==> config.mk <==
export PLATFORM = sky130hd
export DESIGN_NAME = mul_pipe_hs_flat
export DESIGN_NICKNAME = d
export VERILOG_FILES = /design/src/rtl/mul_pipe_hs_if.sv /design/src/rtl/mul_pipe_hs.sv /design/src/flat_wrapper.sv
export SDC_FILE = /design/constraint.sdc
export NUM_CORES = 1
export LEC_CHECK = 0
export ABC_AREA = 1
export BUFFER_PORTS_ARGS = -buffer_cell sky130_fd_sc_hd__buf_2
export CAP_MARGIN = 20
export CORE_ASPECT_RATIO = 0.7
export CORE_MARGIN = 5
export CORE_UTILIZATION = 60
export DETAILED_ROUTE_END_ITERATION = 12
export GPL_ROUTABILITY_DRIVEN = 0
export GPL_TIMING_DRIVEN = 1
export PLACE_DENSITY = 0.82
export SETUP_SLACK_MARGIN = 0.5
export SKIP_CTS_REPAIR_TIMING = 1
export SLEW_MARGIN = 5
export SYNTH_ARGS = -nofsm -noshare
export SYNTH_HDL_FRONTEND = slang
export SYNTH_SLANG_ARGS = --single-unit
==> constraint.sdc <==
create_clock -name clk -period 5.7 [get_ports clk]
set_clock_uncertainty 0.05 [all_clocks]
set_input_delay 0 -clock clk [delete_from_list [all_inputs] [get_ports clk]]
set_output_delay 0 -clock clk [all_outputs]
set_load 0.05 [all_outputs]
==> src/rtl/mul_pipe_hs_if.sv <==
// Handshake bundle for mul_pipe_hs: operand request side and product response side.
interface mul_pipe_hs_if #(
  parameter int SIZE1 = 4,
  parameter int SIZE2 = 4,
  parameter int TAG_W = 4
);
  logic                   in_valid;
  logic                   in_ready;
  logic [SIZE1-1:0]       a;
  logic [SIZE2-1:0]       b;
  logic                   tc;
  logic [TAG_W-1:0]       tag_in;
  logic                   out_valid;
  logic                   out_ready;
  logic [SIZE1+SIZE2-1:0] y;
  logic [TAG_W-1:0]       tag_out;
  logic                   busy;

  modport master (
    output in_valid, a, b, tc, tag_in, out_ready,
    input  in_ready, out_valid, y, tag_out, busy
  );
  modport slave (
    input  in_valid, a, b, tc, tag_in, out_ready,
    output in_ready, out_valid, y, tag_out, busy
  );
endinterface

==> src/rtl/mul_pipe_hs.sv <==
// Pipelined signed/unsigned multiplier with valid/ready handshake and global stall.
// Each stage adds one C-bit slice of ext_b's partial product into a running accumulator.
module mul_pipe_hs #(
  parameter int SIZE1  = 4,
  parameter int SIZE2  = 4,
  parameter int STAGES = 3,
  parameter int TAG_W  = 4
) (
  input logic         clk,
  input logic         rst,
  mul_pipe_hs_if.slave bus
);
  localparam int W  = SIZE1 + SIZE2;
  localparam int C  = (W + STAGES - 1) / STAGES;
  localparam int BW = STAGES * C;

  logic                          stall;
  logic                          accept;
  logic [W-1:0]                  ext_a;
  logic [W-1:0]                  ext_b;
  logic [STAGES-1:0]             vld_pipe;
  logic [STAGES-1:0]             vld_in;
  logic [STAGES-1:0][W-1:0]      a_in;
  logic [STAGES-1:0][W-1:0]      acc_in;
  logic [STAGES-1:0][BW-1:0]     b_in;
  logic [STAGES-1:0][TAG_W-1:0]  tag_s;

  assign stall        = bus.out_valid && !bus.out_ready;
  assign bus.in_ready = !stall;
  assign accept       = bus.in_valid && !stall;
  assign bus.busy     = |vld_pipe;

  // Mode is folded into the extension here, so it travels implicitly with the operands.
  assign ext_a = bus.tc ? {{SIZE2{bus.a[SIZE1-1]}}, bus.a} : {{SIZE2{1'b0}}, bus.a};
  assign ext_b = bus.tc ? {{SIZE1{bus.b[SIZE2-1]}}, bus.b} : {{SIZE1{1'b0}}, bus.b};

  assign vld_in[0] = accept;
  assign a_in[0]   = ext_a;
  assign b_in[0]   = BW'(ext_b);
  assign acc_in[0] = '0;
  assign tag_s[0]  = bus.tag_in;

  for (genvar k = 0; k < STAGES; k++) begin : g_stage
    logic             v_q;
    logic [W-1:0]     acc_q;
    logic [W-1:0]     pp;
    logic [TAG_W-1:0] tag_q;
    logic [BW-1:0]    b_use;

    // b_in[k] carries only the not-yet-consumed slices, so in the last stage the
    // whole vector equals its own slice.
    assign b_use = (k == STAGES - 1) ? b_in[k] : BW'(b_in[k][C-1:0]);
    assign pp    = W'(a_in[k] * b_use);

    always_ff @(posedge clk) begin
      if (rst) begin
        v_q   <= 1'b0;
        acc_q <= '0;
        tag_q <= '0;
      end else if (!stall) begin
        v_q   <= vld_in[k];
        acc_q <= acc_in[k] + (pp << (k * C));
        tag_q <= tag_s[k];
      end
    end

    assign vld_pipe[k] = v_q;

    if (k < STAGES - 1) begin : g_fwd
      logic [W-1:0]  a_q;
      logic [BW-1:0] b_q;

      always_ff @(posedge clk) begin
        if (rst) begin
          a_q <= '0;
          b_q <= '0;
        end else if (!stall) begin
          a_q <= a_in[k];
          b_q <= b_in[k] >> C;
        end
      end

      assign vld_in[k+1] = v_q;
      assign a_in[k+1]   = a_q;
      assign b_in[k+1]   = b_q;
      assign acc_in[k+1] = acc_q;
      assign tag_s[k+1]  = tag_q;
    end else begin : g_out
      assign bus.out_valid = v_q;
      assign bus.y         = acc_q;
      assign bus.tag_out   = tag_q;
    end
  end
endmodule

==> src/flat_wrapper.sv <==
// flat-port wrapper written by rule: the top's interface ports become plain ports
module mul_pipe_hs_flat 
#(
  parameter int SIZE1  = 4,
  parameter int SIZE2  = 4,
  parameter int STAGES = 3,
  parameter int TAG_W  = 4
)
  (clk, rst, bus_in_valid, bus_a, bus_b, bus_tc, bus_tag_in, bus_out_ready, bus_in_ready, bus_out_valid, bus_y, bus_tag_out, bus_busy);
  mul_pipe_hs_if #(.SIZE1(SIZE1), .SIZE2(SIZE2), .TAG_W(TAG_W)) bus_i ();
  input logic clk;
  input logic rst;
  input wire logic [$bits(bus_i.in_valid)-1:0] bus_in_valid;
  input wire logic [$bits(bus_i.a)-1:0] bus_a;
  input wire logic [$bits(bus_i.b)-1:0] bus_b;
  input wire logic [$bits(bus_i.tc)-1:0] bus_tc;
  input wire logic [$bits(bus_i.tag_in)-1:0] bus_tag_in;
  input wire logic [$bits(bus_i.out_ready)-1:0] bus_out_ready;
  output wire logic [$bits(bus_i.in_ready)-1:0] bus_in_ready;
  output wire logic [$bits(bus_i.out_valid)-1:0] bus_out_valid;
  output wire logic [$bits(bus_i.y)-1:0] bus_y;
  output wire logic [$bits(bus_i.tag_out)-1:0] bus_tag_out;
  output wire logic [$bits(bus_i.busy)-1:0] bus_busy;
  assign bus_i.in_valid = bus_in_valid;
  assign bus_i.a = bus_a;
  assign bus_i.b = bus_b;
  assign bus_i.tc = bus_tc;
  assign bus_i.tag_in = bus_tag_in;
  assign bus_i.out_ready = bus_out_ready;
  assign bus_in_ready = bus_i.in_ready;
  assign bus_out_valid = bus_i.out_valid;
  assign bus_y = bus_i.y;
  assign bus_tag_out = bus_i.tag_out;
  assign bus_busy = bus_i.busy;
  mul_pipe_hs #(.SIZE1(SIZE1), .SIZE2(SIZE2), .STAGES(STAGES), .TAG_W(TAG_W)) u_core (.clk(clk), .rst(rst), .bus(bus_i));
endmodule
==> results.py, run 1 <==
metrics = {
    "timing": {
        "worst_pin_slew_ps": 866.4,
        "setup_slack_ps": 2852,
        "hold_slack_ps": 81.75,
        "slew_headroom": 0.4215,
        "rsz0062_at_grt": "false",
        "final.period_utilization": 0.4996,
        "fmax_mhz": 351.1,
        "finalSetupTns_ps": 0,
        "min_period_ps": 2848,
        "setup-violations-final": 0,
        "finalHoldViolCount": 0,
        "drv_slew": 0,
    },
    "synthesis": {
        "synth_nets": 407,
        "synth_area_um2": 2626,
        "syn_area_per_cell_um2": 7.156,
        "yosysSeqAreaShare": 0.3735,
        "ys_ff_latch": 49,
        "synth_cell_types": 22,
        "synthCells": 367,
        "yosys_warnings": 0,
    },
    "cells_and_area": {
        "stdcell_count": 461,
        "fillers": 376,
        "multi_input_area_um2": 1380,
        "final_cell_area_um2": 3029,
        "seqCellArea_um2": 980.9,
        "drive_above_1_share": 0.1084,
        "syn2layout_area_growth_pct": 15.34,
        "fin_nets": 445,
        "diodes": 0,
        "finalCoreUtilization": 0.7079,
    },
    "place": {
        "preCtsSetupSlack_ps": 2858,
        "placed_cell_area_um2": 2769,
        "io_buffer_count": 31,
        "dp_hpwl_um": 3482,
        "dp.cells": 439,
    },
    "clocking": {
        "cts_sinks": 49,
        "cts.clk_slew.worst_paths_ps": 90,
        "cts_tree": "done",
        "cts_buffers": 5,
        "cts-root-buf": "clkbuf_8",
        "cts-htree-levels": 2,
        "clk_path_buf_depth": 2,
        "clkLatencyLatePin_ps": 300,
    },
    "worst_setup_path": {
        "cpMaxStageDelayCell": "fa_1",
        "cpPeakStageDelay_ps": 540,
        "worst_ep_arrival_time_ps": 3060,
        "cp.required_ps": 5910,
        "cpMostUsedCell": "nand2_1",
        "startpoint_type": "flop",
        "path_max_fanout": 7,
        "crit_family": "adder cells",
        "endpoint_kind": "flop",
        "r2r-start": "u_core.g_stage[0].g_fwd.b_q[3]",
        "critical_path.startpoint": "u_core.g_stage[0].g_fwd.b_q[3]",
        "path_class": "flop to flop",
        "crit_chain": "nand2_1 -> fa_1 -> inv_1 -> ha_1 -> fa_1 -> ha_1 -> nand2_1 -> nand2_1 -> nor2_1 -> nand2_1 -> nand2_1 -> nand2_1 -> nand3_1 -> nand2_1 -> inv_1",
        "cp_num_buf_inv": 2,
    },
    "drt": {
        "vias": 2287,
        "final_antenna_net_count": 0,
        "wl_per_cell_um": 10.77,
        "vias_per_cell": 4.961,
        "first_pass_iters": 4,
        "drtIter0Drc": 128,
        "remaining_drc_errors": 0,
        "drt-total-wl_um": 4965,
    },
    "floorplanning": {
        "die_w_um": 89.08,
        "die_h_um": 65.36,
        "start_util": 0.6137,
        "core_um2": 4279,
        "ios": 32,
        "rows": 20,
        "die_area_um2": 5822,
    },
    "status": {
        "outcome": "finished, final reports clean",
    },
    "power_and_ir_drop": {
        "power_density_nw_per_um2": 262.7,
        "p_total_mw": 0.7956,
        "p_leak_nw": 1.703,
        "peakVddDrop_uv": 186.3,
    },
    "global_route": {
        "gr-total-overflow": 0,
        "first_global_vias": 2089,
        "grt_max_degree": 55,
        "antenna_found_initial": 0,
        "grt_pass1_wl_um": 8418,
        "grt_util_all_layers": 0.1840,
    },
    "worst_hold_path": {
        "min_path_type": "primary input to flop",
        "min_from": "bus_a[1]",
    },
    "job": {
        "drv_cap": 0,
    },
}
[report_power, final]
group / internal (mW) / leakage, nW / switching, mW
Sequential: 0.370 / 0.404 / 0.0167
Clock: 0.143 / 0.0574 / 0.115
Combinational: 0.0556 / 1.24 / 0.0962
Total: 0.568 / 1.70 / 0.228
[cells in the mapped netlist (all sizes together)]
cell type / n / area [um2]
o21ai: 41 / 209.0
nor2: 74 / 285.3
clkbuf: 1 / 3.750
nand3: 16 / 80.08
a21o: 1 / 7.510
inv: 49 / 183.9
dfxtp: 49 / 980.9
ha: 13 / 162.7
xor2: 3 / 26.28
nand4: 2 / 12.51
o21bai: 1 / 7.510
xnor2: 3 / 26.28
o211ai: 1 / 7.510
fa: 10 / 200.2
buf: 13 / 77.57
a21oi: 14 / 70.07
nand2: 76 / 285.3
[final cells by class]
class | count | share of cell area
multi-input cells | 255 | 0.4556
flip-flops and latches | 49 | 0.3238
repair buffers | 45 | 0.09748
inverters | 49 | 0.06072
clock buffers | 6 | 0.02726
well taps | 55 | 0.02272
clock inverters | 2 | 0.01239
[routing by layer]
| metal | part of all wire | global-route usage |
|---|---|---|
| met3 | 0.046 | 0.04887 |
| met1 | 0.49 | 0.2284 |
| met5 | 0 | 0 |
| met2 | 0.45 | 0.3120 |
| met4 | 0.012 | 0.05576 |
[sequential cells by signal, summed over array words and instances, names as in the netlist]
signal and cells:
u_core.bus.out_valid 1, u_core.bus.tag_out 4, u_core.bus.y 8, u_core.g_stage.acc_q 16, u_core.g_stage.g_fwd.a_q 7, u_core.g_stage.g_fwd.b_q 3, u_core.g_stage.tag_q 8, u_core.g_stage.v_q 2
[worst paths after layout]
check | cells after the start | slack (ps) | end
setup / recovery | 15 | 2850 | u_core.g_stage[1].acc_q[7]
hold / removal | 3 | 80 | u_core.g_stage[0].g_fwd.a_q[1]
hold reg to reg | 2 | 430 | u_core.g_stage[1].tag_q[1]
setup reg to reg | 15 | 2850 | u_core.g_stage[1].acc_q[7]
[cells in the final DEF, fill, tap and decap left out]
cell type      instances
clkbuf_8               6
nand2_1               76
xnor2_1                3
buf_2                 31
clkinvlp_4             1
o21bai_1               1
o211ai_1               1
nand4_1                2
xor2_1                 3
o21ai_0               34
fa_1                  10
o21ai_1                6
a21oi_1               14
o21ai_2                1
nor2_4                 1
bufinv_16              1
nand3_1               16
nor2_1                73
dlygate4sd3_1         14
ha_1                  13
inv_1                 46
dfxtp_1               49
inv_2                  3
a21o_1                 1
[cell families after synthesis]
family,after synthesis,share of synthesized area
simple gates,168,0.2525
buf+inv,63,0.1010
compound gates,58,0.1148
flops,49,0.3735
fa+ha+maj,23,0.1382
xor+xnor,6,0.02001
[worst register-to-register path: stages (launching register included)]
cell and delay (ps):
dfxtp_1 430, nand2_1 130, fa_1 540, inv_1 40
ha_1 190, fa_1 430, ha_1 340, nand2_1 100
nand2_1 60, nor2_1 140, nand2_1 70, nand2_1 60
nand2_1 50, nand3_1 70, nand2_1 60, inv_1 50
Note: power is estimated with default switching activity, not from simulation.
==> run 2, diff against run 1 <==
--- a/config.mk
+++ b/config.mk
@@ -5,16 +5,16 @@
 export SDC_FILE = /design/constraint.sdc
 export NUM_CORES = 1
 export LEC_CHECK = 0
-export ABC_AREA = 1
+export ABC_AREA = 0
 export BUFFER_PORTS_ARGS = -buffer_cell sky130_fd_sc_hd__buf_2
 export CAP_MARGIN = 20
 export CORE_ASPECT_RATIO = 0.7
 export CORE_MARGIN = 5
-export CORE_UTILIZATION = 60
+export CORE_UTILIZATION = 52
 export DETAILED_ROUTE_END_ITERATION = 12
 export GPL_ROUTABILITY_DRIVEN = 0
 export GPL_TIMING_DRIVEN = 1
-export PLACE_DENSITY = 0.82
+export PLACE_DENSITY = 0.76
 export SETUP_SLACK_MARGIN = 0.5
 export SKIP_CTS_REPAIR_TIMING = 1
 export SLEW_MARGIN = 5
==> constraint.sdc (replaced) <==
create_clock -name clk -period 2.4 [get_ports clk]
set_clock_uncertainty 0.05 [all_clocks]
set_input_delay 0 -clock clk [delete_from_list [all_inputs] [get_ports clk]]
set_output_delay 0 -clock clk [all_outputs]
set_load 0.05 [all_outputs]
==> results.py, run 2 <==
metrics = {
    "synthesis": {
        "synth_nets": 346,
        "synth_cell_types": 33,
        "yosys_warnings": 0,
        "synth_area_um2": 2489,
        "syn_area_per_cell_um2": 8.133,
        "netlist_top_cells_count": "nand2_1, dfxtp_1, a21oi_1",
        "synthCells": 306,
        "synth_enable_flop_cells": 0,
        "yosysSeqAreaShare": 0.3942,
        "yosysTopAreaCellShare": 0.3942,
        "yosys.area.top_type": "dfxtp_1",
        "yosysMostFrequentCell": "nand2_1",
        "synth_area_leaders": "dfxtp_1, nand2_1, a21oi_1",
        "synthFlopType": "dfxtp_1",
        "ys_ff_latch": 49,
        "synthArstFlopShare": 0,
    },
    "worst_setup_path": {
        "path_max_fanout": 4,
        "path_class": "flop to flop",
        "cp.required_ps": 2520,
        "r2r_end": "u_core.g_stage[1].acc_q[7]",
        "reg2reg_depth": 11,
        "worst_ep_arrival_time_ps": 2830,
        "regToRegSetupSlack_ps": -310,
        "r2r-start": "u_core.g_stage[0].g_fwd.b_q[3]",
        "endpoint_kind": "flop",
        "startpoint_type": "flop",
        "critical_path.startpoint": "u_core.g_stage[0].g_fwd.b_q[3]",
    },
    "place": {
        "dp.cells": 388,
        "dp_hpwl_um": 3528,
        "placed_cell_area_um2": 2781,
        "io_buffer_count": 31,
    },
    "floorplanning": {
        "die_h_um": 67.88,
        "ios": 32,
        "core_um2": 4703,
        "start_util": 0.5291,
        "die_area_um2": 6291,
        "die_w_um": 92.69,
        "rows": 21,
    },
    "cells_and_area": {
        "largest_reg_flops": 16,
        "drive_above_1_share": 0.2401,
        "final_cell_area_um2": 3123,
        "top_register": "u_core.g_stage.acc_q",
        "final_cell_mix": "nand2_1, dfxtp_1, a21oi_1",
        "syn2layout_area_growth_pct": 25.49,
        "fin_nets": 393,
        "stdcell_count": 411,
        "diodes": 0,
        "layout_commonest_cell": "nand2_1",
    },
    "worst_hold_path": {
        "holdPathStages": 3,
        "min_from": "bus_tc",
        "hold_end": "u_core.g_stage[0].g_fwd.b_q[3]",
        "min_path_type": "primary input to flop",
    },
    "clocking": {
        "cts_tree": "done",
        "cts_buffers": 5,
        "cts-root-buf": "clkbuf_8",
        "clk_path_buf_depth": 2,
        "cts.clk_slew.worst_paths_ps": 90,
        "cts-htree-levels": 2,
        "cts_sinks": 49,
        "clkLatencyLatePin_ps": 300,
    },
    "timing": {
        "final.period_utilization": 1.131,
        "fmax_mhz": 368.4,
        "slew_headroom": 0.4833,
        "setup-violations-final": 2,
        "drv_slew": 0,
        "worst_pin_slew_ps": 773.9,
        "finalHoldViolCount": 1,
        "rsz0062_at_grt": "true",
        "hold_slack_ps": -11.22,
        "min_period_ps": 2714,
        "setup_slack_ps": -314.4,
    },
    "power_and_ir_drop": {
        "p_leak_nw": 1.395,
        "peakVddDrop_uv": 405.5,
        "power_density_nw_per_um2": 577.3,
    },
    "drt": {
        "wl_per_cell_um": 13.29,
        "vias_per_cell": 5.124,
        "drtIter0Drc": 141,
        "drt-total-wl_um": 5463,
        "vias": 2106,
        "final_antenna_net_count": 0,
        "first_pass_iters": 4,
        "remaining_drc_errors": 0,
    },
    "status": {
        "violations": "negative hold slack, negative setup slack",
        "outcome": "finished, violations left",
    },
    "global_route": {
        "grt_util_all_layers": 0.1706,
        "grt_max_degree": 52,
        "antenna_found_initial": 0,
        "gr-total-overflow": 0,
        "grt_pass1_wl_um": 8590,
        "first_global_vias": 1967,
    },
    "job": {
        "drv_cap": 0,
    },
}
-- run 2: cell types whose count changed after synthesis, moves of 4 or more --
cell      change
nand2_1      +16
nand3_1      -10
buf_2         -5
inv_1        -31
and2_1       +11
a211oi_1      +4
xnor2_1       +6
o21ai_0      -32
nor2_1       -67
a21oi_1      +33
clkbuf_1      +8
o21ai_1       -5
-- run 2: worst max-delay path by stage --
| stage | end | slack, ps | cells past startpoint |
|---|---|---|---|
| after detailed placement | u_core.g_stage[1].acc_q[7] | -380 | 11 |
| after global placement | u_core.g_stage[1].acc_q[7] | -280 | 11 |
| final | u_core.g_stage[1].acc_q[7] | -310 | 11 |
| after floorplan | u_core.g_stage[1].acc_q[7] | -280 | 11 |
| after CTS | u_core.g_stage[1].acc_q[7] | -400 | 11 |
| after global routing | u_core.g_stage[1].acc_q[7] | -460 | 11 |
-- run 2: per-layer routing --
metal / up-vias / wire length (um) / GRT usage
met2: 40 / 2591 / 0.2791
met1: 983 / 2574 / 0.2322
li1: 1071 / - / -
met5: - / 0 / 0
met4: 0 / 88 / 0.04936
met3: 12 / 209 / 0.03516
-- run 2: cell type report --
| class | instances | area, um2 |
|---|---|---|
| fill | 363 | 1580 |
| multi-input combinational | 223 | 1491 |
| clock buffer | 6 | 82.58 |
| timing repair buffer | 58 | 419.2 |
| sequential | 49 | 984.7 |
| inverter | 16 | 60.06 |
| clock inverter | 2 | 13.76 |
| tap | 57 | 71.32 |
-- run 2: critical path, cell delays in order (launching register included) --
cell     delay (ps)
dfxtp_2         350
and2_4          150
inv_2            30
fa_1            490
inv_2            50
ha_4            150
fa_1            540
ha_4            220
a21oi_2         130
xor2_1          190
xnor2_1         150
o31ai_2          70
-- run 2: per-stage QoR --
step                setup WS, ps  power [mW]  hold WS, ps  TNS, ps    util
finish                    -314.4       1.803       -11.22   -497.2  0.6640
CTS                       -402.8       1.759       -129.2   -629.0  0.6119
global route              -457.3       1.904       -1.686   -758.4  0.6640
detailed placement        -382.2       1.261        199.0   -583.8  0.5914
floorplan                 -278.2       1.168        82.93   -278.2       -
global placement          -279.3       1.253        194.9   -424.5  0.5914
-- run 2: cells by family after synthesis --
logic type / synth area share
adders and majority gates: 0.1458
buffers and inverters: 0.05731
and+or+nand+nor: 0.2167
xor gates and xnor gates: 0.04224
muxes: 0.004022
DFF: 0.3942
AOI/OAI and AO/OA: 0.1398
-- run 2: power breakdown --
group / total (mW) / internal (mW) / switching (mW)
Combinational: 0.393 / 0.180 / 0.213
Clock: 0.505 / 0.234 / 0.271
Sequential: 0.905 / 0.869 / 0.0361
